**config.mk**
```make
export PLATFORM = sky130hd
export DESIGN_NAME = bus_arbiter16_flat
export DESIGN_NICKNAME = d
export VERILOG_FILES = /design/src/rtl/bus_arbiter16_if.sv /design/src/rtl/bus_arbiter16.sv /design/src/flat_wrapper.sv
export SDC_FILE = /design/constraint.sdc
export NUM_CORES = 1
export LEC_CHECK = 0
export CORE_ASPECT_RATIO = 2
export CORE_MARGIN = 4
export CORE_UTILIZATION = 35
export CTS_BUF_LIST = sky130_fd_sc_hd__clkbuf_2
export DETAILED_ROUTE_END_ITERATION = 16
export GPL_TIMING_DRIVEN = 0
export HOLD_SLACK_MARGIN = 0.02
export SKIP_CTS_REPAIR_TIMING = 1
export SLEW_MARGIN = 10
export SYNTH_ARGS = -nofsm -noshare
export SYNTH_HDL_FRONTEND = slang
export SYNTH_SLANG_ARGS = --single-unit
export TNS_END_PERCENT = 10
```
**constraint.sdc**
```tcl
create_clock -name clk -period 5.11 [get_ports clk]
set_clock_uncertainty 0.05 [all_clocks]
set_input_delay 1.533 -clock clk [delete_from_list [all_inputs] [get_ports clk]]
set_output_delay 1.533 -clock clk [all_outputs]
set_load 0.03 [all_outputs]
```
**src/rtl/bus_arbiter16_if.sv**
```systemverilog
// Bus bundle between the 16-source arbiter, its requesters and the consumer.
// master: the arbiter side (drives select, grant and handshake qualifiers).
// slave:  the requester/consumer side (drives requests and ready).
interface bus_arbiter16_if;
    logic [15:0] req;
    logic        bus_ready;
    logic [3:0]  sel;
    logic [15:0] gnt;
    logic        bus_valid;
    logic        arb_busy;

    modport master (
        input  req,
        input  bus_ready,
        output sel,
        output gnt,
        output bus_valid,
        output arb_busy
    );

    modport slave (
        output req,
        output bus_ready,
        input  sel,
        input  gnt,
        input  bus_valid,
        input  arb_busy
    );
endinterface

```
**src/rtl/bus_arbiter16.sv**
```systemverilog
// Round-robin arbiter/sequencer for the 16:1 shared 32-bit bus.
// Drives the mux select and a one-hot grant, bounds each tenure to MAX_BURST beats
// and inserts one idle turnaround cycle between owners.
// Optional feature macro: ARB_PRIORITY_EN (requester 0 wins every arbitration it
// takes part in, without moving the round-robin pointer).
module bus_arbiter16 #(
    parameter int unsigned MAX_BURST = 4,
    parameter int unsigned CNT_W     = 8
) (
    input  logic             clk,
    input  logic             rst_n,
    bus_arbiter16_if.master  bus
);

    typedef enum logic [1:0] {StIdle, StOwn, StTurn} state_e;

    localparam logic [CNT_W-1:0] BurstLast = CNT_W'(MAX_BURST - 1);

    state_e           state_q, state_d;
    logic [3:0]       sel_q, sel_d;
    logic [15:0]      gnt_q, gnt_d;
    logic [CNT_W-1:0] cnt_q, cnt_d;
    logic [3:0]       last_owner_q, last_owner_d;

    logic             found;
    logic [3:0]       win;
    logic [3:0]       idx;
    logic             prio_grant;
    logic             beat;

    assign bus.sel       = sel_q;
    assign bus.gnt       = gnt_q;
    assign bus.bus_valid = |(gnt_q & bus.req);
    assign bus.arb_busy  = (state_q != StIdle);
    assign beat          = bus.bus_valid & bus.bus_ready;

    // Winner search: first set request after last_owner, wrapping; last_owner itself last.
    always_comb begin
        found      = 1'b0;
        win        = 4'd0;
        idx        = 4'd0;
        prio_grant = 1'b0;
        for (int i = 1; i <= 16; i++) begin
            idx = last_owner_q + 4'(i);
            if (!found && bus.req[idx]) begin
                found = 1'b1;
                win   = idx;
            end
        end
`ifdef ARB_PRIORITY_EN
        // Requester 0 overrides the pointer and leaves it untouched.
        if (bus.req[0]) begin
            found      = 1'b1;
            win        = 4'd0;
            prio_grant = 1'b1;
        end
`endif
    end

    // Next-state: arbitration in IDLE/TURN, beat counting and tenure end in OWN.
    always_comb begin
        state_d      = state_q;
        sel_d        = sel_q;
        gnt_d        = gnt_q;
        cnt_d        = cnt_q;
        last_owner_d = last_owner_q;
        case (state_q)
            StIdle, StTurn: begin
                gnt_d = '0;
                if (found) begin
                    state_d = StOwn;
                    sel_d   = win;
                    gnt_d   = 16'd1 << win;
                    cnt_d   = '0;
                    if (!prio_grant) begin
                        last_owner_d = win;
                    end
                end else begin
                    state_d = StIdle;
                end
            end
            StOwn: begin
                if (beat) begin
                    cnt_d = cnt_q + CNT_W'(1);
                end
                // sel_q is the owner index for the whole tenure.
                if (!bus.req[sel_q] || (beat && (cnt_q == BurstLast))) begin
                    state_d = StTurn;
                    gnt_d   = '0;
                end
            end
            default: begin
                state_d = StIdle;
                gnt_d   = '0;
            end
        endcase
    end

    // State and registered outputs; reset drops any tenure in flight.
    always_ff @(posedge clk or negedge rst_n) begin
        if (!rst_n) begin
            state_q      <= StIdle;
            sel_q        <= 4'd0;
            gnt_q        <= '0;
            cnt_q        <= '0;
            last_owner_q <= 4'hF;
        end else begin
            state_q      <= state_d;
            sel_q        <= sel_d;
            gnt_q        <= gnt_d;
            cnt_q        <= cnt_d;
            last_owner_q <= last_owner_d;
        end
    end

endmodule

```
**src/flat_wrapper.sv**
```systemverilog
// flat-port wrapper written by rule: the top's interface ports become plain ports
module bus_arbiter16_flat 
#(
    parameter int unsigned MAX_BURST = 4,
    parameter int unsigned CNT_W     = 8
)
  (clk, rst_n, bus_req, bus_bus_ready, bus_sel, bus_gnt, bus_bus_valid, bus_arb_busy);
  bus_arbiter16_if bus_i ();
  input  logic clk;
  input  logic rst_n;
  input wire logic [$bits(bus_i.req)-1:0] bus_req;
  input wire logic [$bits(bus_i.bus_ready)-1:0] bus_bus_ready;
  output wire logic [$bits(bus_i.sel)-1:0] bus_sel;
  output wire logic [$bits(bus_i.gnt)-1:0] bus_gnt;
  output wire logic [$bits(bus_i.bus_valid)-1:0] bus_bus_valid;
  output wire logic [$bits(bus_i.arb_busy)-1:0] bus_arb_busy;
  assign bus_i.req = bus_req;
  assign bus_i.bus_ready = bus_bus_ready;
  assign bus_sel = bus_i.sel;
  assign bus_gnt = bus_i.gnt;
  assign bus_bus_valid = bus_i.bus_valid;
  assign bus_arb_busy = bus_i.arb_busy;
  bus_arbiter16 #(.MAX_BURST(MAX_BURST), .CNT_W(CNT_W)) u_core (.clk(clk), .rst_n(rst_n), .bus(bus_i));
endmodule
```
==> results of run 1 <==
-- state kept, by name, indices dropped and copies added, names as in the netlist --
signal / flops
u_core.bus.sel: 4
u_core.bus.gnt: 16
u_core.state_q: 2
u_core.last_owner_q: 4
u_core.cnt_q: 8
-- layout make-up --
class / instances / area [um^2]
well taps: 145 / 181.4
flip-flops and latches: 34 / 855.8
repair buffers: 49 / 475.5
diodes: 1 / 2.502
multi-input cells: 367 / 3328
clock buffers: 5 / 25.02
inverters: 16 / 63.81
clock inverters: 3 / 68.82
plain buffers: 17 / 102.6
fillers: 1178 / 6668
-- cell families after synthesis --
family                     count (synthesis)  share of synthesized area, %
xor gates and xnor gates                  14                         3.258
DFF                                       34                         20.26
muxes                                     88                         32.52
and+or+nand+nor                          125                         15.82
adders and majority gates                  9                         2.666
buffers and inverters                     35                         3.791
AOI/OAI and AO/OA                        131                         21.68
-- path summary, 6_finish.rpt --
| kind | start | end | slack, ns | cells past startpoint |
|---|---|---|---|---|
| setup reg to reg | u_core.last_owner_q[1] | u_core.bus.gnt[10] | 0.17 | 13 |
| min in group asynchronous | rst_n | u_core.bus.sel[3] | 1.11 | 1 |
| hold reg to reg | u_core.bus.gnt[11] | u_core.bus.gnt[11] | 0.49 | 2 |
| setup / recovery | bus_req[9] | u_core.bus.gnt[10] | 0.06 | 10 |
| max in group asynchronous | rst_n | u_core.cnt_q[6] | 3.37 | 1 |
| hold / removal | u_core.bus.gnt[11] | u_core.bus.gnt[11] | 0.49 | 2 |
-- metal layers --
| layer | global-route usage (%) | vias to the layer above | wire, um |
|---|---|---|---|
| met5 | 0 | - | 0 |
| met4 | 19.02 | 0 | 1438 |
| met3 | 2.574 | 76 | 881 |
| met2 | 45.01 | 241 | 9107 |
| met1 | 23.23 | 2042 | 5199 |
| li1 | - | 1829 | - |
-- placed cells by master, fill, tap and decap left out, drive strengths merged, types with 3 or more instances in the layout --
master / netlist / final
nor3: 6 / 6
o211ai: 5 / 5
and3: 4 / 4
a211oi: 6 / 6
a21oi: 26 / 26
a221oi: 3 / 3
mux2: 22 / 22
xnor2: 12 / 12
nand4: 6 / 6
or2: 5 / 5
a21o: 5 / 5
a22oi: 10 / 10
dlymetal6s2s: 0 / 5
a31oi: 4 / 4
nand2: 41 / 41
inv: 14 / 13
clkinv: 2 / 3
nor2: 25 / 25
ha: 9 / 9
nor4: 5 / 5
o31ai: 12 / 12
nand2b: 4 / 4
o22ai: 4 / 4
a21boi: 4 / 4
dfrtp: 30 / 30
nand3: 13 / 13
dfstp: 4 / 4
buf: 11 / 18
mux2i: 30 / 30
mux4: 36 / 36
o2111ai: 3 / 3
clkbuf: 8 / 14
o21ai: 29 / 29
clkdlybuf4s50: 0 / 34
or3: 4 / 4
-- synth_stat cells, types with 3 or more instances --
cell type and instances:
sky130_fd_sc_hd__buf_2 5, sky130_fd_sc_hd__inv_1 12, sky130_fd_sc_hd__a21o_1 5, sky130_fd_sc_hd__o21ai_1 14, sky130_fd_sc_hd__nand3_1 12, sky130_fd_sc_hd__xnor2_1 10, sky130_fd_sc_hd__mux2_1 6, sky130_fd_sc_hd__dfstp_2 4
sky130_fd_sc_hd__a31oi_1 3, sky130_fd_sc_hd__mux4_2 36, sky130_fd_sc_hd__and3_1 4, sky130_fd_sc_hd__mux2_2 14, sky130_fd_sc_hd__ha_1 9, sky130_fd_sc_hd__clkbuf_1 8, sky130_fd_sc_hd__mux2i_1 28, sky130_fd_sc_hd__o22ai_1 4
sky130_fd_sc_hd__nand2b_1 4, sky130_fd_sc_hd__or2_2 3, sky130_fd_sc_hd__nand2_1 41, sky130_fd_sc_hd__a211oi_1 5, sky130_fd_sc_hd__o211ai_1 5, sky130_fd_sc_hd__or3_1 3, sky130_fd_sc_hd__o31ai_1 10, sky130_fd_sc_hd__a21oi_1 26
sky130_fd_sc_hd__a22oi_1 10, sky130_fd_sc_hd__a221oi_1 3, sky130_fd_sc_hd__dfrtp_1 30, sky130_fd_sc_hd__nor2_1 25, sky130_fd_sc_hd__nor4_1 4, sky130_fd_sc_hd__nand4_1 5, sky130_fd_sc_hd__o21ai_0 15, sky130_fd_sc_hd__nor3_1 5
-- worst max-delay path, stage by stage --
cell and delay [ns]:
sky130_fd_sc_hd__clkdlybuf4s50_1 0.60, sky130_fd_sc_hd__mux4_2 0.61, sky130_fd_sc_hd__mux2i_1 0.54, sky130_fd_sc_hd__mux2_4 0.34, sky130_fd_sc_hd__nand4_1 0.26, sky130_fd_sc_hd__or3_1 0.42, sky130_fd_sc_hd__a31o_1 0.23, sky130_fd_sc_hd__a31oi_4 0.26
sky130_fd_sc_hd__o21ai_1 0.25, sky130_fd_sc_hd__o31ai_1 0.28
-- per-stage QoR --
stage               area [um^2]  util [%]
finish                     5104     43.36
global route               5104     43.36
CTS                        4895     41.58
detailed placement         4801     40.78
global placement           4806     40.83
floorplan                  4224         -
==> run_summary.xml, run 1 <==
<?xml version="1.0" encoding="UTF-8"?>
<metrics>
  <group name="synthesis">
    <metric name="synth.lib_cells_used.distinct" unit="">80</metric>
    <metric name="ys_ff_latch" unit="">34</metric>
    <metric name="netlist.area_leader.share" unit="%">19.19</metric>
    <metric name="number_of_nets_in_the_synthesized_netlist" unit="">464</metric>
    <metric name="syn_area_per_cell" unit="um^2">9.688</metric>
    <metric name="synth-seq-area-share" unit="%">20.26</metric>
    <metric name="syn-instance-count" unit="">436</metric>
    <metric name="synth.largest_area_cell" unit="">sky130_fd_sc_hd__mux4_2</metric>
    <metric name="netlist_top_cells_area" unit="">sky130_fd_sc_hd__mux4_2 19%, sky130_fd_sc_hd__dfrtp_1 18%, sky130_fd_sc_hd__mux2i_1 6.6%</metric>
    <metric name="post_synth_instance_area" unit="mm^2">0.004224</metric>
    <metric name="yosys_warnings" unit="">0</metric>
    <metric name="synth_enable_flop_cells" unit="">0</metric>
    <metric name="primary_flip_flop_cell_chosen_by_synthesis_mapping" unit="">sky130_fd_sc_hd__dfrtp_1</metric>
    <metric name="proportion_of_synthesized_flip_flops_having_asynchronous_set_or_reset" unit="%">100.0</metric>
  </group>
  <group name="floorplanning">
    <metric name="starting_density_of_the_core" unit="%">35.88</metric>
    <metric name="die_h" unit="um">163.4</metric>
    <metric name="floorplan.io_pins" unit="">41</metric>
    <metric name="die_area" unit="mm^2">0.01400</metric>
    <metric name="row_count" unit="">56</metric>
    <metric name="chipWidth" unit="um">85.68</metric>
    <metric name="core_area" unit="mm^2">0.01177</metric>
  </group>
  <group name="route">
    <metric name="routed_wl" unit="um">16630</metric>
    <metric name="drt.antenna.violating_nets" unit="">0</metric>
    <metric name="vias" unit="">4188</metric>
    <metric name="dr.pass1.iters" unit="">7</metric>
    <metric name="via_per_inst" unit="">6.575</metric>
    <metric name="post-route-drc-count" unit="">0</metric>
    <metric name="route.detailed.wl_per_inst" unit="um">26.10</metric>
    <metric name="drt-initial-drc-count" unit="">383</metric>
  </group>
  <group name="place">
    <metric name="dp.final_hpwl" unit="um">13210</metric>
    <metric name="place_worst_setup_slack" unit="ns">-1.114</metric>
    <metric name="place_congestion" unit="">0.9751</metric>
    <metric name="io_buffer_count" unit="">40</metric>
    <metric name="place_inst" unit="">621</metric>
  </group>
  <group name="worst_setup_path">
    <metric name="setup.worst_path.end_class" unit="">flip-flop</metric>
    <metric name="critical_path_required" unit="ns">5.39</metric>
    <metric name="worst_ep_arrival_time" unit="ns">5.33</metric>
    <metric name="worst_setup_path_start_kind" unit="">primary input</metric>
    <metric name="critical_path.max_fanout" unit="">9</metric>
    <metric name="critPathKind" unit="">primary input to flip-flop</metric>
  </group>
  <group name="clock_tree">
    <metric name="h-tree-depth" unit="">2</metric>
    <metric name="worst_skew_pair.late_latency" unit="ns">0.42</metric>
    <metric name="cts_tree" unit="">done</metric>
    <metric name="clock_sink_count" unit="">34</metric>
    <metric name="cts.clk_slew.worst_paths" unit="ns">0.20</metric>
    <metric name="clock_path_buffers" unit="">2</metric>
    <metric name="tritoncts.num_buffers" unit="">5</metric>
    <metric name="cts_root_buffer" unit="">sky130_fd_sc_hd__clkbuf_2</metric>
  </group>
  <group name="sta">
    <metric name="worstMarginPinSlew" unit="ns">0.9719</metric>
    <metric name="rsz_0062_raised_after_global_routing" unit="">false</metric>
    <metric name="finalWorstSetupSlack" unit="ns">0.05579</metric>
    <metric name="report.final.setup_viol" unit="">0</metric>
    <metric name="highest_attainable_clock_frequency" unit="MHz">197.9</metric>
    <metric name="timing.max_slew.rel_slack" unit="%">34.74</metric>
    <metric name="slew_viol_final" unit="">0</metric>
    <metric name="fin_setup_tns" unit="ns">0</metric>
    <metric name="final_report_hold_violation_count" unit="">0</metric>
    <metric name="post_route_fraction_of_the_period_consumed_by_the_critical_path" unit="%">98.91</metric>
    <metric name="fin_crit" unit="ns">5.054</metric>
    <metric name="timing.hold.ws" unit="ns">0.4901</metric>
  </group>
  <group name="global_route">
    <metric name="grt_pass1_vias" unit="">4334</metric>
    <metric name="grt_pass1_wl" unit="um">25530</metric>
    <metric name="gr-usage-all-layers" unit="%">24.13</metric>
    <metric name="globalRoute.totalOverflow" unit="">0</metric>
    <metric name="grt_max_degree" unit="">35</metric>
    <metric name="antenna_found_initial" unit="">1</metric>
  </group>
  <group name="worst_hold_path">
    <metric name="timing.hold.worst.class" unit="">flip-flop to flip-flop</metric>
  </group>
  <group name="finish">
    <metric name="drive_gt1_share" unit="%">24.24</metric>
    <metric name="num-nets-final" unit="">518</metric>
    <metric name="instances_no_fill" unit="">637</metric>
    <metric name="synthToLayoutAreaGrowth" unit="%">20.82</metric>
  </group>
  <group name="job">
    <metric name="drv_cap" unit="">0</metric>
  </group>
  <group name="status">
    <metric name="outcome" unit="">finished clean</metric>
  </group>
</metrics>
Power of run 1 is not shown: default switching activity piles up to over one toggle a cycle in this logic, so the estimate is an artifact.
==> run 2, diff against run 1 <==
Settings changed: CORE_MARGIN 4 to default, PLACE_DENSITY_LB_ADDON from default to 0.12, TNS_END_PERCENT 10 to 5.
==> run 2 against run 1 <==
Effect of this change: register-to-register slack about the same; first-iteration DRC count down 23%; final cell count up 0.16%; die area down 10%; routed wire length up 2.1%; non-clock buffer count up 1; setup slack better by 0.072 ns; sequential cell count unchanged; design area down 1.6%.
==> run_summary.xml, run 2 (same netlist as run 1, synthesis figures left out) <==
<?xml version="1.0" encoding="UTF-8"?>
<metrics>
  <group name="status">
    <metric name="outcome" unit="">finished clean</metric>
  </group>
  <group name="worst_setup_path">
    <metric name="worst_ep_arrival_time" unit="ns">5.25</metric>
    <metric name="rr_endpoint" unit="">u_core.bus.gnt[15]</metric>
    <metric name="critical_path.cell_chain" unit="">clkdlybuf4s50_1, mux4_2, mux4_2, inv_2, nand4_4, or3_1, a31o_1, a31oi_4, nand3_2, o31ai_1</metric>
    <metric name="critPathMostFrequentCell" unit="">sky130_fd_sc_hd__mux4_2</metric>
    <metric name="critical-path-top-delay-family" unit="">multiplexers</metric>
    <metric name="crit_buf_inv" unit="">2</metric>
    <metric name="critical_path.max_fanout" unit="">9</metric>
    <metric name="worst_setup_path_start_kind" unit="">primary input</metric>
    <metric name="critPathKind" unit="">primary input to flip-flop</metric>
    <metric name="worstRegToRegCells" unit="">15</metric>
    <metric name="slowest_stage" unit="">sky130_fd_sc_hd__mux4_2</metric>
    <metric name="longest_individual_stage_delay_on_the_worst_path" unit="ns">0.65</metric>
    <metric name="setup.worst_path.end_class" unit="">flip-flop</metric>
    <metric name="worstReg2RegStart" unit="">u_core.last_owner_q[0]</metric>
    <metric name="critical_path_required" unit="ns">5.37</metric>
    <metric name="worst-r2r-setup-slack" unit="ns">0.17</metric>
  </group>
  <group name="clock_tree">
    <metric name="h-tree-depth" unit="">2</metric>
    <metric name="tritoncts.num_buffers" unit="">5</metric>
    <metric name="worst_skew_pair.late_latency" unit="ns">0.41</metric>
    <metric name="clock_path_buffers" unit="">2</metric>
    <metric name="cts.clk_slew.worst_paths" unit="ns">0.19</metric>
    <metric name="cts_root_buffer" unit="">sky130_fd_sc_hd__clkbuf_2</metric>
    <metric name="clock_sink_count" unit="">34</metric>
    <metric name="cts_tree" unit="">done</metric>
  </group>
  <group name="finish">
    <metric name="instances_no_fill" unit="">638</metric>
    <metric name="final_common_cell" unit="">sky130_fd_sc_hd__nand2_1</metric>
    <metric name="drive_gt1_share" unit="%">24.39</metric>
    <metric name="synthToLayoutAreaGrowth" unit="%">18.87</metric>
    <metric name="most-common-layout-cells" unit="">41 x sky130_fd_sc_hd__nand2_1, 36 x sky130_fd_sc_hd__mux4_2, 36 x sky130_fd_sc_hd__clkdlybuf4s50_1</metric>
    <metric name="fillCellCount" unit="">1178</metric>
    <metric name="final_util" unit="%">42.66</metric>
    <metric name="largest_reg_flops" unit="">16</metric>
    <metric name="multi_input_comb_area" unit="mm^2">0.003298</metric>
    <metric name="num-nets-final" unit="">519</metric>
    <metric name="sequential_cell_area" unit="um^2">855.8</metric>
  </group>
  <group name="floorplanning">
    <metric name="starting_density_of_the_core" unit="%">35.88</metric>
    <metric name="die_h" unit="um">157.4</metric>
    <metric name="die_area" unit="mm^2">0.01254</metric>
    <metric name="core_area" unit="mm^2">0.01177</metric>
    <metric name="floorplan.io_pins" unit="">41</metric>
    <metric name="chipWidth" unit="um">79.68</metric>
    <metric name="row_count" unit="">56</metric>
  </group>
  <group name="place">
    <metric name="place_congestion" unit="">0.9493</metric>
    <metric name="dp.final_hpwl" unit="um">13540</metric>
    <metric name="place_inst" unit="">621</metric>
    <metric name="io_buffer_count" unit="">40</metric>
  </group>
  <group name="sta">
    <metric name="fin_crit" unit="ns">4.983</metric>
    <metric name="final_report_hold_violation_count" unit="">0</metric>
    <metric name="highest_attainable_clock_frequency" unit="MHz">200.7</metric>
    <metric name="report.final.setup_viol" unit="">0</metric>
    <metric name="slew_viol_final" unit="">0</metric>
    <metric name="post_route_fraction_of_the_period_consumed_by_the_critical_path" unit="%">97.51</metric>
    <metric name="worstMarginPinSlew" unit="ns">0.8762</metric>
    <metric name="rsz_0062_raised_after_global_routing" unit="">true</metric>
    <metric name="timing.max_slew.rel_slack" unit="%">41.39</metric>
  </group>
  <group name="worst_hold_path">
    <metric name="timing.hold.worst.class" unit="">flip-flop to flip-flop</metric>
    <metric name="whs_endpoint" unit="">u_core.bus.gnt[1]</metric>
    <metric name="hold_path_startpoint" unit="">u_core.bus.gnt[1]</metric>
    <metric name="worst_hold_path.num_cells" unit="">2</metric>
  </group>
  <group name="route">
    <metric name="vias" unit="">4176</metric>
    <metric name="post-route-drc-count" unit="">0</metric>
    <metric name="route.detailed.wl_per_inst" unit="um">26.61</metric>
    <metric name="routed_wl" unit="um">16980</metric>
    <metric name="drt.antenna.violating_nets" unit="">0</metric>
    <metric name="via_per_inst" unit="">6.545</metric>
    <metric name="drt-initial-drc-count" unit="">296</metric>
    <metric name="dr.pass1.iters" unit="">6</metric>
  </group>
  <group name="global_route">
    <metric name="globalRoute.totalOverflow" unit="">0</metric>
    <metric name="grt_pass1_vias" unit="">4264</metric>
    <metric name="antenna_found_initial" unit="">1</metric>
    <metric name="gr-usage-all-layers" unit="%">28.53</metric>
    <metric name="grt_max_degree" unit="">35</metric>
    <metric name="grt_pass1_wl" unit="um">25820</metric>
  </group>
  <group name="job">
    <metric name="drv_cap" unit="">0</metric>
  </group>
</metrics>
[run 2: cell types whose count changed in the layout (fill, tap and decap cells not counted), sizes merged]
cell / previous run / this run
dlymetal6s2s: 5 / 3
clkbuf: 14 / 15
buf: 18 / 19
bufinv: 2 / 0
clkinv: 3 / 4
clkdlybuf4s50: 34 / 36
[run 2: worst max-delay path by stage]
| stage | from | endpoint | slack (ns) | cells after the start |
|---|---|---|---|---|
| after detailed placement | u_core.last_owner_q[1] | u_core.bus.gnt[1] | -1.24 | 15 |
| final | bus_req[8] | u_core.bus.gnt[15] | 0.13 | 10 |
| after global placement | u_core.last_owner_q[1] | u_core.bus.gnt[1] | -1.22 | 15 |
| after CTS | u_core.last_owner_q[1] | u_core.bus.gnt[1] | -1.28 | 15 |
| after global routing | u_core.last_owner_q[0] | u_core.bus.gnt[5] | -0.03 | 15 |
| after floorplan | u_core.last_owner_q[1] | u_core.bus.gnt[13] | 0.52 | 15 |
[run 2: area by class of cell]
class / count / area share [%]
clock inverter: 2 / 0.1744
clock buffer: 6 / 0.5981
buffer: 17 / 2.043
tap: 145 / 3.613
multi-input combinational: 367 / 65.69
antenna: 1 / 0.04984
timing repair buffer: 50 / 9.519
inverter: 16 / 1.271
sequential: 34 / 17.04
[run 2: worst min-delay path, cell delays in order, from the launching register on]
cell                      delay [ns]
sky130_fd_sc_hd__dfrtp_1        0.42
sky130_fd_sc_hd__nand2_1        0.05
sky130_fd_sc_hd__o21ai_1        0.06
[run 2: metal layers]
layer	track usage (%)	wire length [um]	part of all wire, %
met5	0	0	0
met4	22.51	1579	9.3
met3	3.014	699	4.1
met2	53.19	9303	55
met1	27.41	5398	32
[run 2: through the flow]
step	area (um^2)	setup TNS, ns	hold slack (ns)	setup WS (ns)
floorplan	4224	0	0.4516	0.5224
global placement	4806	-31.43	0.4541	-1.224
detailed placement	4801	-32.67	0.4599	-1.244
CTS	4840	-34.14	0.5071	-1.280
global route	5021	-0.07528	0.5298	-0.02907
finish	5021	0	0.5072	0.1273
Power of run 2 is left out for the same reason.
==> run 3, diff against run 2 <==
Settings changed: ABC_CLOCK_PERIOD_IN_PS from default to 5110, CTS_CLUSTER_DIAMETER from default to 60.
==> results of run 3 <==
Final layout, timing and power as in run 2 (identical DEF).
Power of run 3 is left out for the same reason.
